### src/rtl/detector_sentido_pkg.sv
// Shared definitions for the presence-sensor blocks: state encodings, event codes
// and default sizing, so display/control logic decodes them the same way.
package detector_sentido_pkg;

    localparam int CAPACIDAD_DEF = 15;
    localparam int ANCHO_DEF     = 4;
    localparam int TIMEOUT_DEF   = 5000;

    typedef enum logic [2:0] {
        REPOSO       = 3'd0,
        ENT_A        = 3'd1,
        ENT_AB       = 3'd2,
        ENT_B        = 3'd3,
        SAL_B        = 3'd4,
        SAL_BA       = 3'd5,
        SAL_A        = 3'd6,
        ESPERA_LIBRE = 3'd7
    } estado_t;

    typedef logic [2:0] evento_t;

    localparam evento_t EV_NINGUNO = 3'd0;
    localparam evento_t EV_ENTRADA = 3'd1;
    localparam evento_t EV_SALIDA  = 3'd2;
    localparam evento_t EV_ERROR   = 3'd3;

    // The sequence timer only runs while a passage is in progress.
    function automatic logic es_reposo(input estado_t e);
        return (e == REPOSO) || (e == ESPERA_LIBRE);
    endfunction

endpackage

### src/rtl/detector_sentido_temporizador_secuencia.sv
// Sequence timer: counts cycles while a passage is in progress and flags when the
// sequence has reached its time limit. Saturates at the terminal value.
module temporizador_secuencia
    import detector_sentido_pkg::*;
#(
    parameter int TIMEOUT = TIMEOUT_DEF
) (
    input  logic clk,
    input  logic reset,
    input  logic clear,
    output logic vencido
);

    localparam int            TW  = (TIMEOUT > 1) ? $clog2(TIMEOUT) : 1;
    localparam logic [TW-1:0] FIN = TW'(TIMEOUT - 1);

    logic [TW-1:0] cuenta_q;
    logic [TW-1:0] cuenta_d;

    // Next count: clear while idle, otherwise count up and hold at the terminal value.
    always_comb begin
        cuenta_d = cuenta_q;
        if (clear) begin
            cuenta_d = '0;
        end else if (cuenta_q != FIN) begin
            cuenta_d = cuenta_q + TW'(1);
        end else begin
            cuenta_d = cuenta_q;
        end
    end

    // Count register.
    always_ff @(posedge clk or posedge reset) begin
        if (reset) begin
            cuenta_q <= '0;
        end else begin
            cuenta_q <= cuenta_d;
        end
    end

    assign vencido = (cuenta_q == FIN);

endmodule

### src/rtl/detector_sentido.sv
// Direction decoder for a two-sensor doorway (A outer, B inner): turns complete
// sensor sequences into entry/exit events and keeps a saturating occupancy count.
module detector_sentido
    import detector_sentido_pkg::*;
#(
    parameter int CAPACIDAD = CAPACIDAD_DEF,
    parameter int ANCHO     = ANCHO_DEF,
    parameter int TIMEOUT   = TIMEOUT_DEF
) (
    input  logic             clk,
    input  logic             reset,
    input  logic             a_estable,
    input  logic             b_estable,
    output logic             entrada,
    output logic             salida,
    output logic             rechazo,
    output logic             error,
    output logic [ANCHO-1:0] contador,
    output logic             lleno,
    output logic             vacio
);

    localparam logic [ANCHO-1:0] CAP = ANCHO'(CAPACIDAD);

    estado_t          estado_q, estado_d;
    evento_t          evento_s;
    logic [1:0]       ab_s;
    logic             clear_s, vencido_s;
    logic [ANCHO-1:0] contador_q, contador_d;
    logic             entrada_q, entrada_d, salida_q, salida_d;
    logic             rechazo_q, rechazo_d, error_q, error_d;
    logic             lleno_q, lleno_d, vacio_q, vacio_d;

    assign ab_s    = {a_estable, b_estable};
    assign clear_s = es_reposo(estado_q);

    temporizador_secuencia #(.TIMEOUT(TIMEOUT)) u_temporizador (
        .clk     (clk),
        .reset   (reset),
        .clear   (clear_s),
        .vencido (vencido_s)
    );

    // Next state and passage event; a timeout overrides any sensor transition.
    always_comb begin
        estado_d = estado_q;
        evento_s = EV_NINGUNO;
        if (vencido_s && !clear_s) begin
            estado_d = ESPERA_LIBRE;
            evento_s = EV_ERROR;
        end else begin
            case (estado_q)
                REPOSO: case (ab_s)
                    2'b10:   estado_d = ENT_A;
                    2'b01:   estado_d = SAL_B;
                    2'b11:   begin estado_d = ESPERA_LIBRE; evento_s = EV_ERROR; end
                    default: estado_d = REPOSO;
                endcase
                ENT_A: case (ab_s)
                    2'b11:   estado_d = ENT_AB;
                    2'b00:   estado_d = REPOSO;
                    2'b01:   begin estado_d = ESPERA_LIBRE; evento_s = EV_ERROR; end
                    default: estado_d = ENT_A;
                endcase
                ENT_AB: case (ab_s)
                    2'b01:   estado_d = ENT_B;
                    2'b10:   estado_d = ENT_A;
                    2'b00:   begin estado_d = ESPERA_LIBRE; evento_s = EV_ERROR; end
                    default: estado_d = ENT_AB;
                endcase
                ENT_B: case (ab_s)
                    2'b00:   begin estado_d = REPOSO; evento_s = EV_ENTRADA; end
                    2'b11:   estado_d = ENT_AB;
                    2'b10:   begin estado_d = ESPERA_LIBRE; evento_s = EV_ERROR; end
                    default: estado_d = ENT_B;
                endcase
                SAL_B: case (ab_s)
                    2'b11:   estado_d = SAL_BA;
                    2'b00:   estado_d = REPOSO;
                    2'b10:   begin estado_d = ESPERA_LIBRE; evento_s = EV_ERROR; end
                    default: estado_d = SAL_B;
                endcase
                SAL_BA: case (ab_s)
                    2'b10:   estado_d = SAL_A;
                    2'b01:   estado_d = SAL_B;
                    2'b00:   begin estado_d = ESPERA_LIBRE; evento_s = EV_ERROR; end
                    default: estado_d = SAL_BA;
                endcase
                SAL_A: case (ab_s)
                    2'b00:   begin estado_d = REPOSO; evento_s = EV_SALIDA; end
                    2'b11:   estado_d = SAL_BA;
                    2'b01:   begin estado_d = ESPERA_LIBRE; evento_s = EV_ERROR; end
                    default: estado_d = SAL_A;
                endcase
                ESPERA_LIBRE: begin
                    if (ab_s == 2'b00) begin
                        estado_d = REPOSO;
                    end else begin
                        estado_d = ESPERA_LIBRE;
                    end
                end
                default: estado_d = REPOSO;
            endcase
        end
    end

    // Occupancy update and output pulses; a passage that would overflow/underflow is rejected.
    always_comb begin
        contador_d = contador_q;
        entrada_d  = 1'b0;
        salida_d   = 1'b0;
        rechazo_d  = 1'b0;
        error_d    = 1'b0;
        case (evento_s)
            EV_ENTRADA: begin
                if (!lleno_q) begin
                    contador_d = contador_q + ANCHO'(1);
                    entrada_d  = 1'b1;
                end else begin
                    rechazo_d  = 1'b1;
                end
            end
            EV_SALIDA: begin
                if (!vacio_q) begin
                    contador_d = contador_q - ANCHO'(1);
                    salida_d   = 1'b1;
                end else begin
                    rechazo_d  = 1'b1;
                end
            end
            EV_ERROR: error_d = 1'b1;
            default:  error_d = 1'b0;
        endcase
        lleno_d = (contador_d == CAP);
        vacio_d = (contador_d == '0);
    end

    // State, count and output registers.
    always_ff @(posedge clk or posedge reset) begin
        if (reset) begin
            estado_q   <= REPOSO;
            contador_q <= '0;
            entrada_q  <= 1'b0;
            salida_q   <= 1'b0;
            rechazo_q  <= 1'b0;
            error_q    <= 1'b0;
            lleno_q    <= 1'b0;
            vacio_q    <= 1'b1;
        end else begin
            estado_q   <= estado_d;
            contador_q <= contador_d;
            entrada_q  <= entrada_d;
            salida_q   <= salida_d;
            rechazo_q  <= rechazo_d;
            error_q    <= error_d;
            lleno_q    <= lleno_d;
            vacio_q    <= vacio_d;
        end
    end

    assign entrada  = entrada_q;
    assign salida   = salida_q;
    assign rechazo  = rechazo_q;
    assign error    = error_q;
    assign contador = contador_q;
    assign lleno    = lleno_q;
    assign vacio    = vacio_q;

endmodule

### config.mk
export PLATFORM = sky130hd
export DESIGN_NAME = detector_sentido
export DESIGN_NICKNAME = d
export VERILOG_FILES = /design/src/rtl/detector_sentido_pkg.sv /design/src/rtl/detector_sentido_temporizador_secuencia.sv /design/src/rtl/detector_sentido.sv
export SDC_FILE = /design/constraint.sdc
export NUM_CORES = 1
export LEC_CHECK = 0
export ABC_AREA = 1
export CAP_MARGIN = 20
export CORE_MARGIN = 2
export CORE_UTILIZATION = 35
export CTS_CLUSTER_SIZE = 20
export DETAILED_ROUTE_END_ITERATION = 10
export GPL_ROUTABILITY_DRIVEN = 0
export GPL_TIMING_DRIVEN = 1
export MAX_ROUTING_LAYER = met4
export PLACE_DENSITY = 0.62
export SLEW_MARGIN = 0
export SYNTH_ARGS = -nofsm -noshare
export SYNTH_HDL_FRONTEND = slang
export SYNTH_SLANG_ARGS = --single-unit
### constraint.sdc
create_clock -name clk -period 2.3 [get_ports clk]
set_clock_uncertainty 0.2 [all_clocks]
set_input_delay 0.46 -clock clk [delete_from_list [all_inputs] [get_ports clk]]
set_output_delay 0.46 -clock clk [all_outputs]
set_load 0.01 [all_outputs]
; After elaboration in Yosys (flattened, before gate mapping)
; Cells that the tools add are included.
[word_totals]
reg_bits = 26
inputBits = 4
output_inout_bits = 10
word_cells = 67
[classes]
add_sub_neg = 3
n_eq_ne = 16
n_mux = 31
n_reduce_logical = 8
[ops]
columns = cell, n
row1 = $pmux W3 S3, 6
row2 = $mux W13, 2
row3 = $pmux W3 S8, 1
row4 = $add A13 B1 Y13 const B, 1
row5 = $eq A13 B13 Y1 const B, 1
row6 = $ne A13 B13 Y1 const B, 1
row7 = $eq A3 B3 Y1 const B, 4
row8 = $pmux W2 S6, 1
row9 = $mux W2, 5
row10 = $eq A2 B2 Y1 const B, 4
row11 = $mux W4, 2
row12 = $pmux W2 S2, 2
row13 = $pmux W4 S2, 1
row14 = $mux W1, 7
row15 = $eq A3 B2 Y1 const B, 2
row16 = $mux W3, 2
row17 = $pmux W2 S3, 1
row18 = $add A4 B1 Y4 const B, 1
row19 = $eq A2 B1 Y1 const B, 2
row20 = $eq A4 B4 Y1 const B, 1
row21 = $logic_not A4 Y1, 1
row22 = $sub A4 B1 Y4 const B, 1
row23 = $eq A3 B1 Y1 const B, 1
row24 = $logic_not A3 Y1, 1
row25 = other kinds (7), 7

; Longest topological paths before layout
; Gate-level depths: netlist (run 1).
[depth]
word_depth = 8
depth_mapped = 18
depth_no_buf = 18

; Modules after synthesis
; From an unflattened synthesis (run 1), not the netlist that was laid out.
[hier_totals]
hier_cells = 280
area_unflattened_um2 = 1903.1
[by_module_without_submodules]
columns = mod, instances, cells_each, area_each_um2, seq_area_each_um2
row1 = detector_sentido, 1, 167, 1096.1, 326.6
row2 = temporizador_secuencia, 1, 113, 807.0, 325.3

; Worst setup path before layout (run 1)
; No wires, ideal clock.
[synth_path]
path_kind = input port to flip-flop
start = in a_estable
end = reg vacio_q (netlist: vacio)
setup_ns = 0.067
t_arrival_ns = 2.146
required_time_ns = 2.033
setup_slack_ns = -0.113
cell_stages = 17
path_buffers = 0
path_cell_list = inv_1 > ha_1 > inv_1 > nand2_1 > nand2_1 > nand2_1 > inv_1 > nand4_4 > inv_2 > ha_1 > inv_2 > nand3_1 > nand2_1 > nand2_1 > nor2_1 > nand2_1 > nor2_1
[synth_via]
elab_chain_len = 7
word_cells_on_any_way = 16
cone_classes = 5 x eq/ne / 9 x mux / 2 x reduce/logical
[synth_rtl]
columns = element, line_no
row1 = from (decl), detector_sentido.sv:12  ; input logic a_estable,
row2 = "$eq A2 B1 Y1, or another cell as far along", "detector_sentido.sv:59, detector_sentido.sv:89"
row3 = "$pmux W2 S2, or another cell as far along", detector_sentido.sv:89  ; SAL_A: case (ab_s)
row4 = $pmux W2 S6 *, detector_sentido.sv:52  ; case (estado_q)
row5 = $mux W2 *, detector_sentido.sv:48  ; if (vencido_s && !clear_s) begin
row6 = $eq A2 B2 Y1 / $eq A2 B1 Y1 (equally long branches), detector_sentido.sv:114  ; case (evento_s)
row7 = $pmux W4 S2 *, detector_sentido.sv:114
row8 = via contador_d[0], detector_sentido.sv:29  ; logic [ANCHO-1:0] contador_q, contador_d;
row9 = $logic_not A4 Y1 *, detector_sentido.sv:135  ; vacio_d = (contador_d == '0);
row10 = via vacio_d, detector_sentido.sv:32  ; logic lleno_q, lleno_d, vacio_q, vacio_d;
row11 = to (signal assigned), detector_sentido.sv:157  ; vacio_q <= vacio_d;
row12 = to (decl), detector_sentido.sv:32
; Mark *: on every way through the listed nets, which the timed path passes. The rest lies on a longest branch.
; A chain may end at the register's enable or synchronous reset.

; Worst setup path after layout (run 1)
[layout_path]
start = reg estado_q[1]
end = reg lleno_q (netlist: lleno)
[layout_via]
elab_chain_len = 8
word_cells_on_any_way = 18
cone_classes = 10 x eq/ne / 3 x mux / 5 x reduce/logical
[layout_rtl]
columns = element, line_no
row1 = from (decl), detector_sentido.sv:25  ; estado_t estado_q, estado_d;
row2 = from (signal assigned), detector_sentido.sv:150  ; estado_q <= estado_d;
row3 = "parallel branches: the longest is 4 deep, another holds $pmux W2 S6", -
row4 = $mux W2 *, detector_sentido.sv:48
row5 = $eq A2 B2 Y1 / $eq A2 B1 Y1 (equally long branches), detector_sentido.sv:114
row6 = $pmux W4 S2 *, detector_sentido.sv:114
row7 = via contador_d[1], detector_sentido.sv:29
row8 = $eq A4 B4 Y1 *, detector_sentido.sv:134  ; lleno_d = (contador_d == CAP);
row9 = via lleno_d, detector_sentido.sv:32
row10 = to (signal assigned), detector_sentido.sv:156  ; lleno_q <= lleno_d;
row11 = to (decl), detector_sentido.sv:32
; Mark *: on every way through the listed nets, which the timed path passes.

==> flow_summary.toml, run 1 <==
[outcome]
status = "completed"

[synthesis]
synth_area_leader_cell = "dfrtp_1"
synth_area_leaders = "dfrtp_1, nand2_1, ha_1"
yosys_register_bits = 26
synth_cells = 269
syn-num-nets = 286
post-synth-top-count-cell = "nand2_1"
syn_area_mm2 = 0.001923
synthFlopType = "dfrtp_1"
synth_area_per_cell_um2 = 7.149
netlist.area_leader.share = 0.3253
yosysWarnings = 0
async_flop_share = 1.000
synth-seq-area-share = 0.3390
ys_top_cells_by_count = "nand2_1, inv_1, nand3_1, nor2_1, dfrtp_1"
synth_edf_count = 0
yosysUniqueCellTypes = 34

[global_route]
grt_max_degree = 27
grt_pass1_wl_um = 7769
antenna_found_initial = 0
grt_usage = 0.1615
grt-ovfl-total = 0
grt_pass1_vias = 1729

[die]
die_area_mm2 = 0.006104
core-area_mm2 = 0.005205
die_h_um = 78.13
num_rows = 26
initial_core_util = 0.3695
dieWidth_um = 78.13
io_pins = 14

[hold_path]
min_path_type = "flip-flop to flip-flop"

[route]
detail_route.first_pass.iterations = 4
antenna_left = 0
avgRoutedWirePerCell_um = 11.41
drc = 0
vias = 1895
routed_wl_um = 4554
drtIter0Drc = 148
viasPerCell = 4.749

[cells_and_area]
drive_above_1_share = 0.3222
area_delta_synth_final_pct = 39.69
antennaDiodeCount = 0
fillers = 511
nets = 347
fin_area_mm2 = 0.002686

[job]
maxCapViolations = 0

[setup_path]
path_class = "flip-flop to flip-flop"
rrSetupSlack_ns = 0.11
start_kind = "flip-flop"
required_ns = 2.32
endpoint_kind = "flip-flop"
worstPathMaxFanout = 5
cp.arrival_ns = 2.21

[sta]
finalCriticalPeriod_ns = 2.190
max_slew_margin = 0.7709
maxSlewViolCount = 0
fin_crit_sh = 0.9523
finalHoldViolations = 0
setup_viol = 0
fmax_mhz = 456.6
tightest_slew_ns = 0.3436

[pwr]
p_leak_nw = 1.345
cellPowerDensity_mw_per_mm2 = 1091
vdd_ir_drop_max_uv = 476.1
finalPower_w = 0.002931

[clock_tree]
cts_root_buf = "clkbuf_8"
cts_tree = "yes"
cts_buffer_depth = 2
ctsHoldBuffers = 0
insertion_delay_ns = 0.28
cts.sinks = 26
htree_levels = 1
numCtsBuffers = 3
clkSlewWorstSetupHoldPaths_ns = 0.09

[placed_design]
dp_hpwl_um = 3467
postPlaceCellArea_mm2 = 0.002451
io_buffers = 13
-- what timing repair did --
| item | 4_1_cts | 5_1_grt |
|---|---|---|
| setup endpoints to repair | 9 | 3 |
| endpoints found under the hold margin | 0 | 0 |
| pin swaps | 2 | 14 |
| resized for setup | 17 | 29 |
| buffers inserted | 2 | 5 |
-- layer usage --
| layer | wire (um) | track usage |
|---|---|---|
| met5 | 0 | - |
| met4 | 99 | 0.06140 |
| met3 | 112 | 0.01494 |
| met2 | 2274 | 0.2707 |
| met1 | 2068 | 0.2029 |
-- stage by stage --
step | hold WS (ns) | TNS [ns] | worst slack (ns) | instances | util
after global placement | 0.2715 | -4.608 | -0.6564 | 388 | 0.4709
after CTS | 0.2904 | 0 | 0.001722 | 394 | 0.4921
final | 0.2855 | 0 | 0.1097 | 399 | 0.5161
after detailed placement | 0.2785 | -4.894 | -0.7002 | 388 | 0.4709
after global routing | 0.3221 | -0.05947 | -0.03112 | 399 | 0.5161
after floorplan | 0.2503 | 0 | 0.009673 | 269 | -
-- critical path, stage by stage (launching register included) --
cell and delay, ns:
dfrtp_2 0.46, inv_4 0.11, nand2_1 0.07, nor2_2 0.15
nand2_2 0.07, o21ai_2 0.08, nor2_4 0.06, nand4_4 0.11
inv_2 0.05, ha_4 0.28, inv_4 0.04, nand3_4 0.08
nand2_2 0.06, nand2_2 0.08, nand2_1 0.05, inv_1 0.04
nand2_1 0.05, nor2_1 0.08
-- flip-flops by register name (all words and copies together) (netlist names) --
name	count
vacio	1
contador	4
estado_q	3
u_temporizador.cuenta_q	13
error	1
salida	1
rechazo	1
entrada	1
lleno	1
-- kinds of logic (layout without fill, tap and decap cells) --
kind of cell,after synthesis,after routing,share of synthesized area
AOI/OAI and AO/OA,22,22,0.06506
DFF,26,26,0.3390
and+or+nand+nor,156,156,0.3982
adders and majority gates,13,13,0.08458
buffers and inverters,51,111,0.1087
xor gates and xnor gates,1,1,0.004555
-- area by class of cell --
cell class	instances	area (um^2)	share of cell area
clock buffer	4	55.05	0.02049
inverter	50	216.5	0.08058
multi-input combinational	192	1215	0.4523
sequential	26	655.6	0.2441
tap	70	87.58	0.03260
timing repair buffer	57	456.7	0.1700
-- placed cells by master (no fill, tap or decap), types with 4 or more instances in the layout --
cell type,Yosys,layout
nand2_1,66,59
buf_4,0,44
inv_1,40,35
nand3_1,31,29
nor2_1,30,26
dfrtp_1,25,22
nand2_2,5,11
clkdlybuf4s50_1,0,11
inv_2,7,7
a21oi_1,7,7
nor3_1,7,7
ha_1,13,7
nand3_4,2,5
nor2_2,2,5
ha_4,0,5
o21ai_1,5,4
o21ai_0,4,4
clkbuf_8,0,4
-- power breakdown --
group / internal (W) / switching [W] / total (W)
Combinational: 0.000888 / 0.00101 / 0.00190
Clock: 0.000154 / 0.000153 / 0.000307
Sequential: 0.000587 / 0.000142 / 0.000729
Total: 0.00163 / 0.00130 / 0.00293
-- final timing paths --
| check | from | end | depth (start not counted) |
|---|---|---|---|
| setup / recovery | estado_q[1] | lleno | 17 |
| setup reg to reg | estado_q[1] | lleno | 17 |
| min in group asynchronous | reset | entrada | 3 |
| hold reg to reg | u_temporizador.cuenta_q[9] | u_temporizador.cuenta_q[9] | 1 |
| max in group asynchronous | reset | vacio | 3 |
| hold / removal | u_temporizador.cuenta_q[9] | u_temporizador.cuenta_q[9] | 1 |
Note: power is estimated with default switching activity, not from simulation.
==> run 2: changes to the inputs <==
--- a/config.mk
+++ b/config.mk
@@ -9,12 +9,12 @@
 export CAP_MARGIN = 20
 export CORE_MARGIN = 2
 export CORE_UTILIZATION = 35
-export CTS_CLUSTER_SIZE = 20
 export DETAILED_ROUTE_END_ITERATION = 10
 export GPL_ROUTABILITY_DRIVEN = 0
 export GPL_TIMING_DRIVEN = 1
 export MAX_ROUTING_LAYER = met4
 export PLACE_DENSITY = 0.62
+export SKIP_LAST_GASP = 1
 export SLEW_MARGIN = 0
 export SYNTH_ARGS = -nofsm -noshare
 export SYNTH_HDL_FRONTEND = slang
==> run 2 against run 1 <==
Clock power about the same. Global-route usage about the same. Register-to-register slack about the same. Wire length down 0.57%. Non-clock buffer count up 1. Worst hold slack better by 0.0046 ns. Power up 0.37%.
==> flow_summary.toml, run 2 (synthesis gave the netlist of run 1 again) <==
[outcome]
status = "completed"

[sta]
fin_crit_sh = 0.9502
setup_viol = 0
maxSlewViolCount = 0
max_slew_margin = 0.7710
setup-tns-final_ns = 0
finalHoldViolations = 0
tightest_slew_ns = 0.3435
hold-worst-slack_ns = 0.2901
rsz0062_at_grt = "yes"
fmax_mhz = 457.6
finalCriticalPeriod_ns = 2.185

[die]
dieWidth_um = 78.13
core-area_mm2 = 0.005205
die_h_um = 78.13
num_rows = 26
initial_core_util = 0.3695
io_pins = 14
die_area_mm2 = 0.006104

[setup_path]
worstPathMaxFanout = 5
rrSetupSlack_ns = 0.11
cp.arrival_ns = 2.21
required_ns = 2.32
endpoint_kind = "flip-flop"
path_class = "flip-flop to flip-flop"
start_kind = "flip-flop"

[global_route]
grt_pass1_vias = 1705
antenna_found_initial = 0
grt_pass1_wl_um = 7762
grt-ovfl-total = 0
grt_max_degree = 27
grt_usage = 0.1612

[route]
antenna_left = 0
routed_wl_um = 4528
drc = 0
viasPerCell = 4.725
vias = 1890
avgRoutedWirePerCell_um = 11.32
drtIter0Drc = 132
detail_route.first_pass.iterations = 4

[pwr]
cellPowerDensity_mw_per_mm2 = 1096
power.internal_w = 0.001637
p_sw_frac = 0.4435
p_leak_nw = 1.349
seq_power_share = 0.248
switching_power_w = 0.001305
vdd_ir_drop_max_uv = 493.3
p_clk_frac = 0.105
pwr-share-comb = 0.647

[cells_and_area]
final_common_cell = "nand2_1"
largest_reg_flops = 13
nets = 348
drive_above_1_share = 0.3242
final_cell_mix = "nand2_1, buf_4, inv_1"
area_delta_synth_final_pct = 39.62
antennaDiodeCount = 0
layout.cells.non_filler = 400
registers.top_by_ff_count = "u_temporizador.cuenta_q"

[clock_tree]
clkSlewWorstSetupHoldPaths_ns = 0.09
htree_levels = 1
insertion_delay_ns = 0.28
cts_buffer_depth = 2
cts.sinks = 26
ctsHoldBuffers = 0
numCtsBuffers = 3
cts_tree = "yes"
cts_root_buf = "clkbuf_8"

[placed_design]
dp_hpwl_um = 3467
placed_cells = 388
io_buffers = 13

[hold_path]
min_path_type = "flip-flop to flip-flop"

[job]
maxCapViolations = 0
run 2: per-stage QoR:
| step | setup WS (ns) | total power, W | util | area, um^2 |
|---|---|---|---|---|
| global placement | -0.6564 | 0.002377 | 0.4709 | 2451 |
| finish | 0.1145 | 0.002942 | 0.5159 | 2685 |
| floorplan | 0.009673 | 0.001743 | - | 1967 |
| CTS | -0.0006173 | 0.002746 | 0.4901 | 2551 |
| detailed placement | -0.7002 | 0.002392 | 0.4709 | 2451 |
| global route | -0.01269 | 0.003199 | 0.5159 | 2685 |
run 2: power groups by stage:
| stage | logic (W) | clock network (W) | registers, W |
|---|---|---|---|
| 4_1_cts | 0.00172 | 0.000320 | 0.000704 |
| 3_5_place_dp | 0.00168 | 0 | 0.000714 |
| 3_3_place_gp | 0.00166 | 0 | 0.000714 |
| 6_report | 0.00190 | 0.000308 | 0.000730 |
| 5_1_grt | 0.00211 | 0.000340 | 0.000745 |
| 2_1_floorplan | 0.00104 | 0 | 0.000701 |
run 2: cell type report:
class                      instances  area [um^2]
multi-input combinational        192         1205
tap                               70        87.58
clock buffer                       4        55.05
sequential                        26        655.6
timing repair buffer              58        467.9
fill                             510         2520
inverter                          50        214.0
run 2: final timing paths:
path,endpoint,from,cells after the start
setup / recovery,vacio,estado_q[1],14
hold / removal,u_temporizador.cuenta_q[9],u_temporizador.cuenta_q[9],1
setup reg to reg,vacio,estado_q[1],14
hold reg to reg,u_temporizador.cuenta_q[9],u_temporizador.cuenta_q[9],1
max in group asynchronous,vacio,reset,3
min in group asynchronous,entrada,reset,3
run 2: metal layers:
layer | vias up | part of all wire | GRT usage
li1 | 977 | - | -
met1 | 876 | 0.44 | 0.2050
met2 | 30 | 0.50 | 0.2698
met3 | 7 | 0.038 | 0.01494
met4 | 0 | 0.016 | 0.05614
met5 | - | 0 | -
run 2: worst max-delay path, cell delays in order (launching register included):
cell and delay (ns):
dfrtp_2 0.46, buf_4 0.16, nand3_4 0.11, a21oi_4 0.07, nor2_4 0.16, nand4_4 0.15
inv_2 0.09, ha_4 0.20, inv_4 0.07, nand3_4 0.09, nand2_2 0.07, nand2_2 0.06
nor2_1 0.10, nand2_1 0.06, nor2_1 0.08
run 2: timing repair:
item / in CTS / in global routing
endpoints found under the setup margin: 9 / 3
setup buffers: 2 / 6
pin swaps: 2 / 14
resized for setup: 16 / 29
==> run 3: changes to the inputs <==
--- a/config.mk
+++ b/config.mk
@@ -14,6 +14,7 @@
 export GPL_TIMING_DRIVEN = 1
 export MAX_ROUTING_LAYER = met4
 export PLACE_DENSITY = 0.62
+export SKIP_CTS_REPAIR_TIMING = 1
 export SKIP_LAST_GASP = 1
 export SLEW_MARGIN = 0
 export SYNTH_ARGS = -nofsm -noshare
==> run 3 against run 2 <==
Via count is essentially flat. Critical path depth increased by 3. First-iteration DRC count grew 4.5%. Combinational power hardly changed. Worst setup slack got worse by 0.031 ns. Clock-buffer cell count is the same. Non-clock buffer count shrank 1. Register-to-register slack got worse by 0.03 ns. Wire length grew 1.4%. Global-route usage down 0.15 points.
==> flow_summary.toml, run 3 (synthesis gave the netlist of run 1 again) <==
[outcome]
status = "completed"

[pwr]
cellPowerDensity_mw_per_mm2 = 1092
switching_power_w = 0.001319
p_sw_frac = 0.4463
p_clk_frac = 0.104
p_leak_nw = 1.353
seq_power_share = 0.247
pwr-share-comb = 0.649
power.internal_w = 0.001636
vdd_ir_drop_max_uv = 440.4
finalPower_w = 0.002955

[setup_path]
start_kind = "flip-flop"
crit_top_cell = "nand2_2"
reg2regPathDepth = 17
required_ns = 2.32
cpPeakStageDelay_ns = 0.46
critPathSlowestCell = "dfrtp_2"
crit_chain = "inv_4, nand2_2, nor2_2, nand2_2, o21ai_4, nor2_4, nand4_4, inv_2, ha_4, inv_4, nand3_4, nand2_2, nand2_2, nand2_1, inv_1, nand2_1, nor2_1"
worstPathMaxFanout = 5
cp.arrival_ns = 2.24
path_class = "flip-flop to flip-flop"
endpoint_kind = "flip-flop"

[clock_tree]
numCtsBuffers = 3
cts_tree = "yes"
clkSlewWorstSetupHoldPaths_ns = 0.09
insertion_delay_ns = 0.28
cts.sinks = 26
cts_root_buf = "clkbuf_8"
htree_levels = 1
cts_buffer_depth = 2

[hold_path]
min_path_type = "flip-flop to flip-flop"
holdPathStages = 1

[cells_and_area]
post-route-util = 0.5200
drive_above_1_share = 0.3283
registers.top_by_ff_count = "u_temporizador.cuenta_q"
final_common_cell = "nand2_1"
largest_reg_flops = 13
layout.cells.non_filler = 399
antennaDiodeCount = 0
area_delta_synth_final_pct = 40.73
nets = 347
final_cell_mix = "nand2_1, buf_4, inv_1"

[die]
initial_core_util = 0.3695
die_h_um = 78.13
io_pins = 14
die_area_mm2 = 0.006104
core-area_mm2 = 0.005205
num_rows = 26
dieWidth_um = 78.13

[route]
vias = 1889
avgRoutedWirePerCell_um = 11.51
detail_route.first_pass.iterations = 4
viasPerCell = 4.734
routed_wl_um = 4591
drtIter0Drc = 138
drc = 0
antenna_left = 0

[global_route]
grt_pass1_vias = 1695
grt_usage = 0.1597
grt_max_degree = 27
grt-ovfl-total = 0
antenna_found_initial = 0
grt_pass1_wl_um = 7672

[sta]
maxSlewViolCount = 0
tightest_slew_ns = 0.3411
fin_crit_sh = 0.9635
finalCriticalPeriod_ns = 2.216
setup-tns-final_ns = 0
timing.final.ws_setup_ns = 0.08386
fmax_mhz = 451.2
max_slew_margin = 0.7726
setup_viol = 0
finalHoldViolations = 0

[job]
maxCapViolations = 0

[placed_design]
dp_worst_setup_slack_ns = -0.7002
dp_hpwl_um = 3467
io_buffers = 13
placed_cells = 388
## run 3: layout make-up
cell class | count | area, um^2
Clock buffer | 4 | 55.05
Fill cell | 506 | 2499
Inverter | 50 | 216.5
Multi-Input combinational cell | 192 | 1227
Sequential cell | 26 | 655.6
Tap cell | 70 | 87.58
Timing Repair Buffer | 57 | 464.2
## run 3: final timing paths
path / startpoint / end / slack [ns]
max in group asynchronous: reset / vacio / 1.26
worst min register to register: u_temporizador.cuenta_q[9] / u_temporizador.cuenta_q[9] / 0.29
worst max-delay path: estado_q[1] / lleno / 0.08
worst min-delay path: u_temporizador.cuenta_q[9] / u_temporizador.cuenta_q[9] / 0.29
worst max register to register: estado_q[1] / lleno / 0.08
min in group asynchronous: reset / entrada / 0.34
## run 3: per-stage QoR
stage | hold slack [ns] | instance area [um^2]
floorplan | 0.2503 | 1967
global placement | 0.2715 | 2451
detailed placement | 0.2785 | 2451
CTS | 0.2904 | 2506
global route | 0.3221 | 2706
finish | 0.2856 | 2706
## run 3: worst max-delay path: cells and delay by family (launching register included)
| kind | cells | cell delay (ns) |
|---|---|---|
| buffers and inverters | 4 | 0.24 |
| flip-flops | 1 | 0.46 |
| AND/OR/NAND/NOR | 11 | 0.87 |
| AO/OA/AOI/OAI | 1 | 0.07 |
| adder cells (fa/ha/maj) | 1 | 0.28 |
## run 3: power groups by stage
stage	Sequential (W)	Combinational (W)	Clock [W]
2_1_floorplan	0.000701	0.00104	0
3_3_place_gp	0.000714	0.00166	0
3_5_place_dp	0.000714	0.00168	0
4_1_cts	0.000704	0.00169	0.000320
5_1_grt	0.000745	0.00212	0.000340
6_report	0.000730	0.00192	0.000308
## run 3: routing by layer
metal	vias up	track usage	share of wire
met4	0	0.06140	0.019
li1	977	-	-
met2	33	0.2629	0.50
met5	-	-	0
met3	9	0.01494	0.027
met1	870	0.2043	0.45
